<file path="config.mk">
export PLATFORM = sky130hd
export DESIGN_NAME = reg_scoreboard
export DESIGN_NICKNAME = d
export VERILOG_FILES = /design/src/rtl/reg_scoreboard_pkg.sv /design/src/rtl/reg_scoreboard_entry.sv /design/src/rtl/reg_scoreboard.sv
export SDC_FILE = /design/constraint.sdc
export NUM_CORES = 1
export LEC_CHECK = 0
export ABC_AREA = 1
export CAP_MARGIN = 20
export CORE_ASPECT_RATIO = 0.9
export CORE_MARGIN = 2
export CORE_UTILIZATION = 60
export DETAILED_ROUTE_END_ITERATION = 6
export PLACE_DENSITY = 0.84
export SYNTH_ARGS = -nofsm -noshare
export SYNTH_HDL_FRONTEND = slang
export SYNTH_HIERARCHICAL = 1
export SYNTH_SLANG_ARGS = --single-unit
export TNS_END_PERCENT = 20
</file>
<file path="constraint.sdc">
create_clock -name clk -period 4.78 [get_ports clk]
set_clock_uncertainty 0.2 [all_clocks]
set_input_delay 0.956 -clock clk [delete_from_list [all_inputs] [get_ports clk]]
set_output_delay 0.956 -clock clk [all_outputs]
set_load 0.01 [all_outputs]
</file>
<file path="src/rtl/reg_scoreboard_pkg.sv">
// Shared scoreboard constants: register file geometry and the write-latency
// codes ID drives onto id_write_lat.
package reg_scoreboard_pkg;

  localparam int REG_NUM    = 32;
  localparam int REG_ADDR_W = $clog2(REG_NUM);
  localparam int CNT_W      = 3;

  // Cycles from issue until the result is forwardable; 0 means the result
  // is only usable once the writeback port retires it.
  localparam logic [CNT_W-1:0] LAT_ALU  = 3'd1;
  localparam logic [CNT_W-1:0] LAT_LOAD = 3'd2;
  localparam logic [CNT_W-1:0] LAT_MDU  = 3'd0;

endpackage

</file>
<file path="src/rtl/reg_scoreboard_entry.sv">
// One scoreboard slot: busy flag plus, when SCOREBOARD_FWD_EN is defined,
// a countdown to the cycle the pending result becomes forwardable.
// Issue-set beats writeback-clear; flush beats both.
module reg_scoreboard_entry #(
  parameter int CNT_W = 3
) (
  input  logic             clk,
  input  logic             rst,
  input  logic             flush_i,
  input  logic             set_i,
  input  logic [CNT_W-1:0] lat_i,
  input  logic             clr_i,
  output logic             busy_o,
  output logic             fwd_ready_o
);

  logic busy_q, busy_d;

  // Busy next-state: clear on writeback, set on issue, flush discards all.
  always_comb begin
    // NOTE: combinational blocks assign every output a default first and use
    // blocking '=' so later lines override earlier ones and no latch appears.
    busy_d = busy_q;
    if (clr_i)   busy_d = 1'b0;
    if (set_i)   busy_d = 1'b1;
    if (flush_i) busy_d = 1'b0;
  end

  // Busy flag register with synchronous reset.
  always_ff @(posedge clk) begin
    // NOTE: sequential state uses non-blocking '<=' so every flop samples
    // values from before the edge.
    if (rst) busy_q <= 1'b0;
    else     busy_q <= busy_d;
  end

  assign busy_o = busy_q;

`ifdef SCOREBOARD_FWD_EN
  logic [CNT_W-1:0] cnt_q, cnt_d;

  // Countdown: decrement toward 1 and hold there until writeback clears it.
  always_comb begin
    cnt_d = cnt_q;
    if (busy_q && cnt_q > CNT_W'(1)) cnt_d = cnt_q - CNT_W'(1);
    if (clr_i)   cnt_d = '0;
    if (set_i)   cnt_d = lat_i;
    if (flush_i) cnt_d = '0;
  end

  // Latency counter register.
  always_ff @(posedge clk) begin
    if (rst) cnt_q <= '0;
    else     cnt_q <= cnt_d;
  end

  assign fwd_ready_o = busy_q && (cnt_q == CNT_W'(1));
`else
  // Without forwarding the latency is irrelevant; only writeback frees a slot.
  logic unused_lat;
  assign unused_lat  = ^lat_i;
  assign fwd_ready_o = 1'b0;
`endif

endmodule

</file>
<file path="src/rtl/reg_scoreboard.sv">
// Register-dependency scoreboard for the ID stage. Tracks in-flight writes and
// stalls the instruction in ID on RAW/WAW hazards, with same-cycle writeback
// bypass. Optional macro SCOREBOARD_FWD_EN lets dependents issue once a
// producer's latency has elapsed instead of waiting for writeback.
module reg_scoreboard
  import reg_scoreboard_pkg::*;
#(
  parameter int REG_NUM    = reg_scoreboard_pkg::REG_NUM,
  parameter int REG_ADDR_W = reg_scoreboard_pkg::REG_ADDR_W,
  parameter int READ_PORTS = 2,
  parameter int WB_PORTS   = 2,
  parameter int CNT_W      = reg_scoreboard_pkg::CNT_W
) (
  input  logic                             clk,
  input  logic                             rst,
  input  logic                             flush,
  input  logic                             id_valid,
  input  logic [READ_PORTS-1:0]            id_read_en,
  input  logic [READ_PORTS*REG_ADDR_W-1:0] id_read_addr,
  input  logic                             id_write_en,
  input  logic [REG_ADDR_W-1:0]            id_write_addr,
  input  logic [CNT_W-1:0]                 id_write_lat,
  input  logic [WB_PORTS-1:0]              wb_en,
  input  logic [WB_PORTS*REG_ADDR_W-1:0]   wb_addr,
  input  logic                             ex_ready,
  output logic                             id_ready,
  output logic                             id_fire,
  output logic                             stall_raw,
  output logic                             stall_waw,
  output logic [REG_NUM-1:0]               busy_vec
);

  logic [REG_NUM-1:0]    wb_hit;
  logic [REG_NUM-1:0]    set_vec;
  logic [REG_NUM-1:0]    fwd_vec;
  logic                  raw_any;
  logic                  waw_any;
  logic [REG_ADDR_W-1:0] rd_addr;

  // Decode the writeback ports into a per-register clear mask.
  always_comb begin
    wb_hit = '0;
    for (int j = 0; j < WB_PORTS; j++) begin
      if (wb_en[j]) wb_hit[wb_addr[j*REG_ADDR_W +: REG_ADDR_W]] = 1'b1;
    end
  end

  // Decode the issuing instruction's destination into a per-register set mask.
  always_comb begin
    set_vec = '0;
    if (id_fire && id_write_en) set_vec[id_write_addr] = 1'b1;
  end

  // r0 is hardwired zero: never busy, never forwarded.
  assign busy_vec[0] = 1'b0;
  assign fwd_vec[0]  = 1'b0;

  logic unused_r0;
  assign unused_r0 = set_vec[0];

  for (genvar r = 1; r < REG_NUM; r++) begin : g_entry
    reg_scoreboard_entry #(.CNT_W(CNT_W)) u_entry (
      .clk        (clk),
      .rst        (rst),
      .flush_i    (flush),
      .set_i      (set_vec[r]),
      .lat_i      (id_write_lat),
      .clr_i      (wb_hit[r]),
      .busy_o     (busy_vec[r]),
      .fwd_ready_o(fwd_vec[r])
    );
  end

  // RAW: an enabled non-zero source whose producer is neither forwardable
  // nor retiring this cycle.
  always_comb begin
    raw_any = 1'b0;
    rd_addr = '0;
    for (int i = 0; i < READ_PORTS; i++) begin
      rd_addr = id_read_addr[i*REG_ADDR_W +: REG_ADDR_W];
      if (id_read_en[i] && rd_addr != '0 && busy_vec[rd_addr] &&
          !fwd_vec[rd_addr] && !wb_hit[rd_addr])
        raw_any = 1'b1;
    end
  end

  // WAW: destination still pending and not retiring this cycle; keeps
  // writes to one register completing in order.
  assign waw_any = id_write_en && (id_write_addr != '0) &&
                   busy_vec[id_write_addr] && !wb_hit[id_write_addr];

  assign stall_raw = id_valid && raw_any && !rst;
  assign stall_waw = id_valid && waw_any && !rst;
  assign id_ready  = !stall_raw && !stall_waw && !rst && !flush;
  assign id_fire   = id_valid && id_ready && ex_ready;

endmodule
</file>
==> results of run 1 <==
-- critical path, delay by kind of cell --
family          cells  cell delay [ns]
compound gates      1             0.14
buf+inv             6             1.28
simple gates       10             1.10
-- cell type report --
class | count | area, um^2 | area share, %
clock inverters | 2 | 35.0 | 0.559
inverters | 209 | 787 | 12.6
flip-flops and latches | 31 | 621 | 9.90
clock buffers | 6 | 82.6 | 1.32
well taps | 115 | 144 | 2.30
repair buffers | 129 | 1200 | 19.1
multi-input cells | 732 | 3400 | 54.2
-- metrics by stage --
stage	worst slack (ns)	TNS, ns
floorplan	1.34	0
global placement	0.0438	0
finish	0.151	0
CTS	0.0208	0
global route	-0.00356	-0.00356
detailed placement	0.0367	0
-- placed cells by master, fill, tap and decap left out, types with 2 or more instances in the layout --
cell,synthesis,final
nor3_2,1,2
nand2_1,341,338
clkbuf_8,0,6
nand3b_1,3,3
dlymetal6s2s_1,0,12
nor2_2,32,38
o22ai_1,4,4
inv_1,200,199
o211ai_1,3,3
buf_12,0,2
clkdlybuf4s50_1,0,57
o21ai_0,34,34
a31oi_1,3,3
nand4_1,6,6
buf_4,32,57
conb_1,32,32
nand3_1,109,109
o21ai_2,3,3
a21oi_1,26,26
inv_2,8,8
dfxtp_1,31,31
o21ai_1,2,2
nand2_2,5,8
nor2_1,85,77
a21oi_2,31,31
nor2_4,2,4
-- power by group through the flow --
stage	clock network (W)	registers, W	logic (W)
3_5_place_dp	0	0.000264	0.000274
4_1_cts	0.000290	0.000258	0.000275
5_1_grt	0.000304	0.000258	0.000317
3_3_place_gp	0	0.000264	0.000271
6_report	0.000288	0.000258	0.000291
2_1_floorplan	0	0.000264	0.000171
-- repair_timing --
item | in CTS | in global routing
gates resized for setup | 0 | 31
endpoints found under the setup margin | 0 | 4
endpoints found under the hold margin | 0 | 0
hold buffers | 0 | 0
-- layer usage --
layer	track usage (%)	share of wire, %
met1	51.1	40
met4	12.3	4.2
met3	10.9	13
met5	0	0
met2	60.0	42
-- worst paths after layout --
path / from / end
setup / recovery: wb_addr[3] / id_ready
hold / removal: g_entry[7].u_entry/busy_o / g_entry[7].u_entry/busy_o
setup reg to reg: g_entry[4].u_entry/busy_o / g_entry[20].u_entry/busy_o
hold reg to reg: g_entry[7].u_entry/busy_o / g_entry[7].u_entry/busy_o
-- kinds of logic (layout without fill, tap and decap cells) --
| kind of cell | count (synthesis) | count (layout) |
|---|---|---|
| AOI/OAI and AO/OA | 110 | 110 |
| and+or+nand+nor | 590 | 590 |
| other | 32 | 32 |
| buffers and inverters | 265 | 346 |
| DFF | 31 | 31 |
==> impl_metrics.toml, run 1 <==
[status]
status = "finished, final reports clean"

[synthesis]
postSynthAreaPerCell_um2 = 4.98
synth-compound-area-share_pct = 13.8
synth-xor-area-share_pct = 0
synth_top_cell_area_share_pct = 25.0
synth_area_leaders = "nand2_1 25%, inv_1 15%, dfxtp_1 12%, nand3_1 11%, nor2_1 6.2%"
async_flop_share_pct = 0
synth_commonest_cells = "341 x nand2_1, 200 x inv_1, 109 x nand3_1"
netlist_area_mm2 = 0.00512
yosysMostFrequentCell = "nand2_1"
synthCells = 1028
ys_ff_latch = 31
synth_edf_count = 0
synth_top_family_by_area = "simple AND/OR/NAND/NOR gates"
ys_types = 34
yosysTopAreaCell = "nand2_1"
yosysWarnings = 6
synth_fa_ha_area_share_pct = 0
synth-simple-area-share_pct = 49.2
syn_nets = 1066
muxShareOfSynthArea_pct = 0
synth-seq-area-share_pct = 12.1
synthFlopType = "dfxtp_1"

[timing]
hold_viol_final = 0
hold_ws_ns = 0.285
setup_viol_count_final = 0
slew_headroom_pct = 56.9
drv_slew = 0
worst_pin_slew_ns = 0.645
fin_crit_sh_pct = 96.8
finalCriticalPeriod_ns = 4.63
fmax_mhz = 216

[global_routing]
grt_pass1_wl_um = 28200
grt-ovfl-total = 0
grt_max_degree = 33
grt_use_total_pct = 38.5
first_global_vias = 5721
antenna_found_initial = 0

[cells_and_area]
fillers = 727
final_core_util_pct = 76.6
syn_to_final_growth_pct = 22.3
nets = 1146
fin_cells = 1224
largest_reg_flops = 31
finalInstanceArea_mm2 = 0.00627
drive_gt1_share_pct = 15.0
num_antenna_cells = 0

[route]
initialDrtViolationCount = 733
wl_um = 17700
antenna_left = 0
vias = 6475
wl_per_cell_um = 14.5
vias_per_cell = 5.29
drt_first_pass_iters = 7
drcViolationCount = 0

[floorplanning]
die_x_um = 101
io_pins = 74
die_h_um = 91.7
rows = 31
fp.coreArea_mm2 = 0.00818
start_util_pct = 62.6
dieArea_mm2 = 0.00930

[worst_setup_path]
arrival_ns = 3.47
crit_chain = "clkdlybuf4s50_1 > inv_1 > nand3_1 > inv_1 > nand2_1 > nand2_1 > a21oi_1 > nand3_1 > nor2_1 > nand2_1 > nor2_2 > nand3_1 > nand2_1 > inv_2 > nand2_1 > inv_1 > clkdlybuf4s50_1"
cpPeakStageDelay_ns = 0.54
cpMostUsedCell = "nand2_1"
ff2ff_path_depth = 20
cp_max_fo = 4
cp-start-kind = "primary input"
path_class = "primary input to output pin"
endpoint_kind = "output pin"
cpMaxStageDelayCell = "clkdlybuf4s50_1"
r2r_slack_ns = 1.98
critical_path_required_ns = 3.62

[power_and_ir_drop]
p_comb_share_pct = 34.8
power.switching_w = 0.000304
leakagePower_nw = 2.99
ir_drop_mv = 0.0986
total_power_w = 0.000837
power.internal_w = 0.000533
sw_frac_of_total_pct = 36.4
pwr-share-seq_pct = 30.8
power_frac_clock_pct = 34.4
powerDensity_mw_per_mm2 = 134

[clock_tree]
cts_root_buf = "clkbuf_8"
cts_tree = "yes"
cts_made_buffers = 5
clkSlewWorstSetupHoldPaths_ns = 0.08
cts.htree.levels = 2
insertion_delay_ns = 0.30
clock_sinks = 31
max-clock-path-buffers = 2
cts_setup_buffers = 0

[place]
placed_area_mm2 = 0.00606
io_buffer_count = 69
detailed_place_hpwl_um = 13900
gp_congestion = 0.989
place_inst = 1216

[min_path]
hold_class = "flip-flop to flip-flop"
min_path_cells = 2

[run]
max_cap_violations = 0
Power figures use the tool's default switching activity.
==> run 2: changes to the inputs <==
--- a/config.mk
+++ b/config.mk
@@ -9,9 +9,9 @@
 export CAP_MARGIN = 20
 export CORE_ASPECT_RATIO = 0.9
 export CORE_MARGIN = 2
-export CORE_UTILIZATION = 60
+export CORE_UTILIZATION = 40
 export DETAILED_ROUTE_END_ITERATION = 6
-export PLACE_DENSITY = 0.84
+export PLACE_DENSITY = 0.59
 export SYNTH_ARGS = -nofsm -noshare
 export SYNTH_HDL_FRONTEND = slang
 export SYNTH_HIERARCHICAL = 1
==> impl_metrics.toml, run 2 (same netlist as run 1, synthesis figures left out) <==
[status]
status = "finished, final reports clean"

[worst_setup_path]
reg2reg_from = "g_entry[4].u_entry/busy_o"
critical_path_required_ns = 3.62
cp_max_fo = 6
arrival_ns = 3.50
crit_start = "id_read_addr[5]"
cp-start-kind = "primary input"
path_class = "primary input to output pin"
endpoint_kind = "output pin"

[cells_and_area]
nets = 1169
num_antenna_cells = 0
syn_to_final_growth_pct = 27.0
final_cell_mix = "337 x nand2_1, 199 x inv_1, 108 x nand3_1"
largest_reg_flops = 31
layout_commonest_cell = "nand2_1"
drive_gt1_share_pct = 16.3
fin_cells = 1296

[power_and_ir_drop]
power_frac_clock_pct = 38.5
powerDensity_mw_per_mm2 = 139
leakagePower_nw = 3.10
p_comb_share_pct = 32.9
pwr-share-seq_pct = 28.7
sw_frac_of_total_pct = 34.4
power.switching_w = 0.000310
power.internal_w = 0.000592
ir_drop_mv = 0.131

[place]
dp_slack_ns = 0.00629
gp_congestion = 0.967
io_buffer_count = 69
detailed_place_hpwl_um = 15200
place_inst = 1288

[timing]
hold_viol_final = 0
finalSetupTns_ns = 0
finalCriticalPeriod_ns = 4.65
drv_slew = 0
setup_viol_count_final = 0
grt_setup_unrepaired = "yes"
worst_pin_slew_ns = 0.656
fmax_mhz = 215
slew_headroom_pct = 56.2
fin_crit_sh_pct = 97.4
setup_slack_ns = 0.125

[route]
antenna_left = 0
initialDrtViolationCount = 590
wl_per_cell_um = 14.5
drcViolationCount = 0
vias = 6259
wl_um = 18800
drt_first_pass_iters = 5
vias_per_cell = 4.83

[global_routing]
grt_max_degree = 33
antenna_found_initial = 0
grt_use_met1_pct = 40.4
use_met2_pct = 43.4
grt.busiest_layer = "met2"
first_global_vias = 5780
use_met3_pct = 5.69
grt-ovfl-total = 0
grt_pass1_wl_um = 30500
grt_use_total_pct = 28.3

[floorplanning]
fp.coreArea_mm2 = 0.0126
start_util_pct = 40.7
dieArea_mm2 = 0.0137
rows = 39
die_x_um = 123
die_h_um = 111
io_pins = 74

[min_path]
hold_class = "flip-flop to flip-flop"
hp-start = "g_entry[6].u_entry/busy_o"

[clock_tree]
cts_root_buf = "clkbuf_16"
clkSlewWorstSetupHoldPaths_ns = 0.05
cts_tree = "yes"
cts.htree.levels = 2
clock_sinks = 31
cts_made_buffers = 5
max-clock-path-buffers = 2
insertion_delay_ns = 0.28
cts_setup_buffers = 0

[run]
max_cap_violations = 0
run 2: worst max-delay path, stage by stage:
cell and delay (ns):
clkdlybuf4s50_1 0.66, inv_1 0.14, nand2_1 0.22, o21ai_0 0.13, a21oi_1 0.13, nand2_1 0.08, nand3_1 0.08, nand3_1 0.07
nand2_1 0.06, nor2_1 0.04, nand3_1 0.09, nand2_2 0.10, nand2_2 0.09, nand2_1 0.06, inv_1 0.05, clkdlybuf4s50_1 0.52
run 2: final cells by class:
type / instances / area (um^2)
Sequential cell: 31 / 621
Clock buffer: 7 / 153
Multi-Input combinational cell: 732 / 3380
Clock inverter: 1 / 7.51
Fill cell: 1375 / 6080
Timing Repair Buffer: 152 / 1350
Inverter: 209 / 785
Tap cell: 164 / 205
run 2: final timing paths:
path / end / slack (ns) / cells past startpoint
max: id_ready / 0.13 / 16
min: g_entry[6].u_entry/busy_o / 0.28 / 2
max reg2reg: g_entry[20].u_entry/busy_o / 1.92 / 20
min reg2reg: g_entry[6].u_entry/busy_o / 0.28 / 2
run 2: timing repair:
| item | 4_1_cts | 5_1_grt |
|---|---|---|
| hold buffers | 0 | 0 |
| pin swaps | 1 | 1 |
| endpoints found under the setup margin | 1 | 4 |
| gates resized for setup | 2 | 21 |
| endpoints found under the hold margin | 0 | 0 |
run 2: through the flow:
| step | area (um^2) | hold slack, ns | utilization, % | total power, W |
|---|---|---|---|---|
| 2_1_floorplan | 5120 | 0.302 | - | 0.000435 |
| 3_3_place_gp | 6280 | 0.280 | 49.9 | 0.000551 |
| 3_5_place_dp | 6280 | 0.276 | 49.9 | 0.000551 |
| 4_1_cts | 6440 | 0.286 | 51.2 | 0.000901 |
| 5_1_grt | 6500 | 0.310 | 51.7 | 0.000952 |
| 6_report | 6500 | 0.284 | 51.7 | 0.000902 |
run 2: power groups by stage:
stage	clock network [W]	logic [W]	registers, W
finish	0.000347	0.000297	0.000259
global route	0.000366	0.000327	0.000259
CTS	0.000354	0.000288	0.000259
detailed placement	0	0.000287	0.000264
global placement	0	0.000287	0.000264
floorplan	0	0.000171	0.000264
run 2: routing by layer:
metal	wire length [um]	up-vias
met1	8550	2739
met5	0	-
li1	-	3244
met4	409	0
met3	1600	28
met2	8260	248
==> run 3: changes to the inputs <==
--- a/config.mk
+++ b/config.mk
@@ -10,6 +10,7 @@
 export CORE_ASPECT_RATIO = 0.9
 export CORE_MARGIN = 2
 export CORE_UTILIZATION = 40
+export CTS_CLUSTER_DIAMETER = 50
 export DETAILED_ROUTE_END_ITERATION = 6
 export PLACE_DENSITY = 0.59
 export SYNTH_ARGS = -nofsm -noshare
==> results of run 3 <==
Final layout, timing and power as in run 2 (identical DEF).
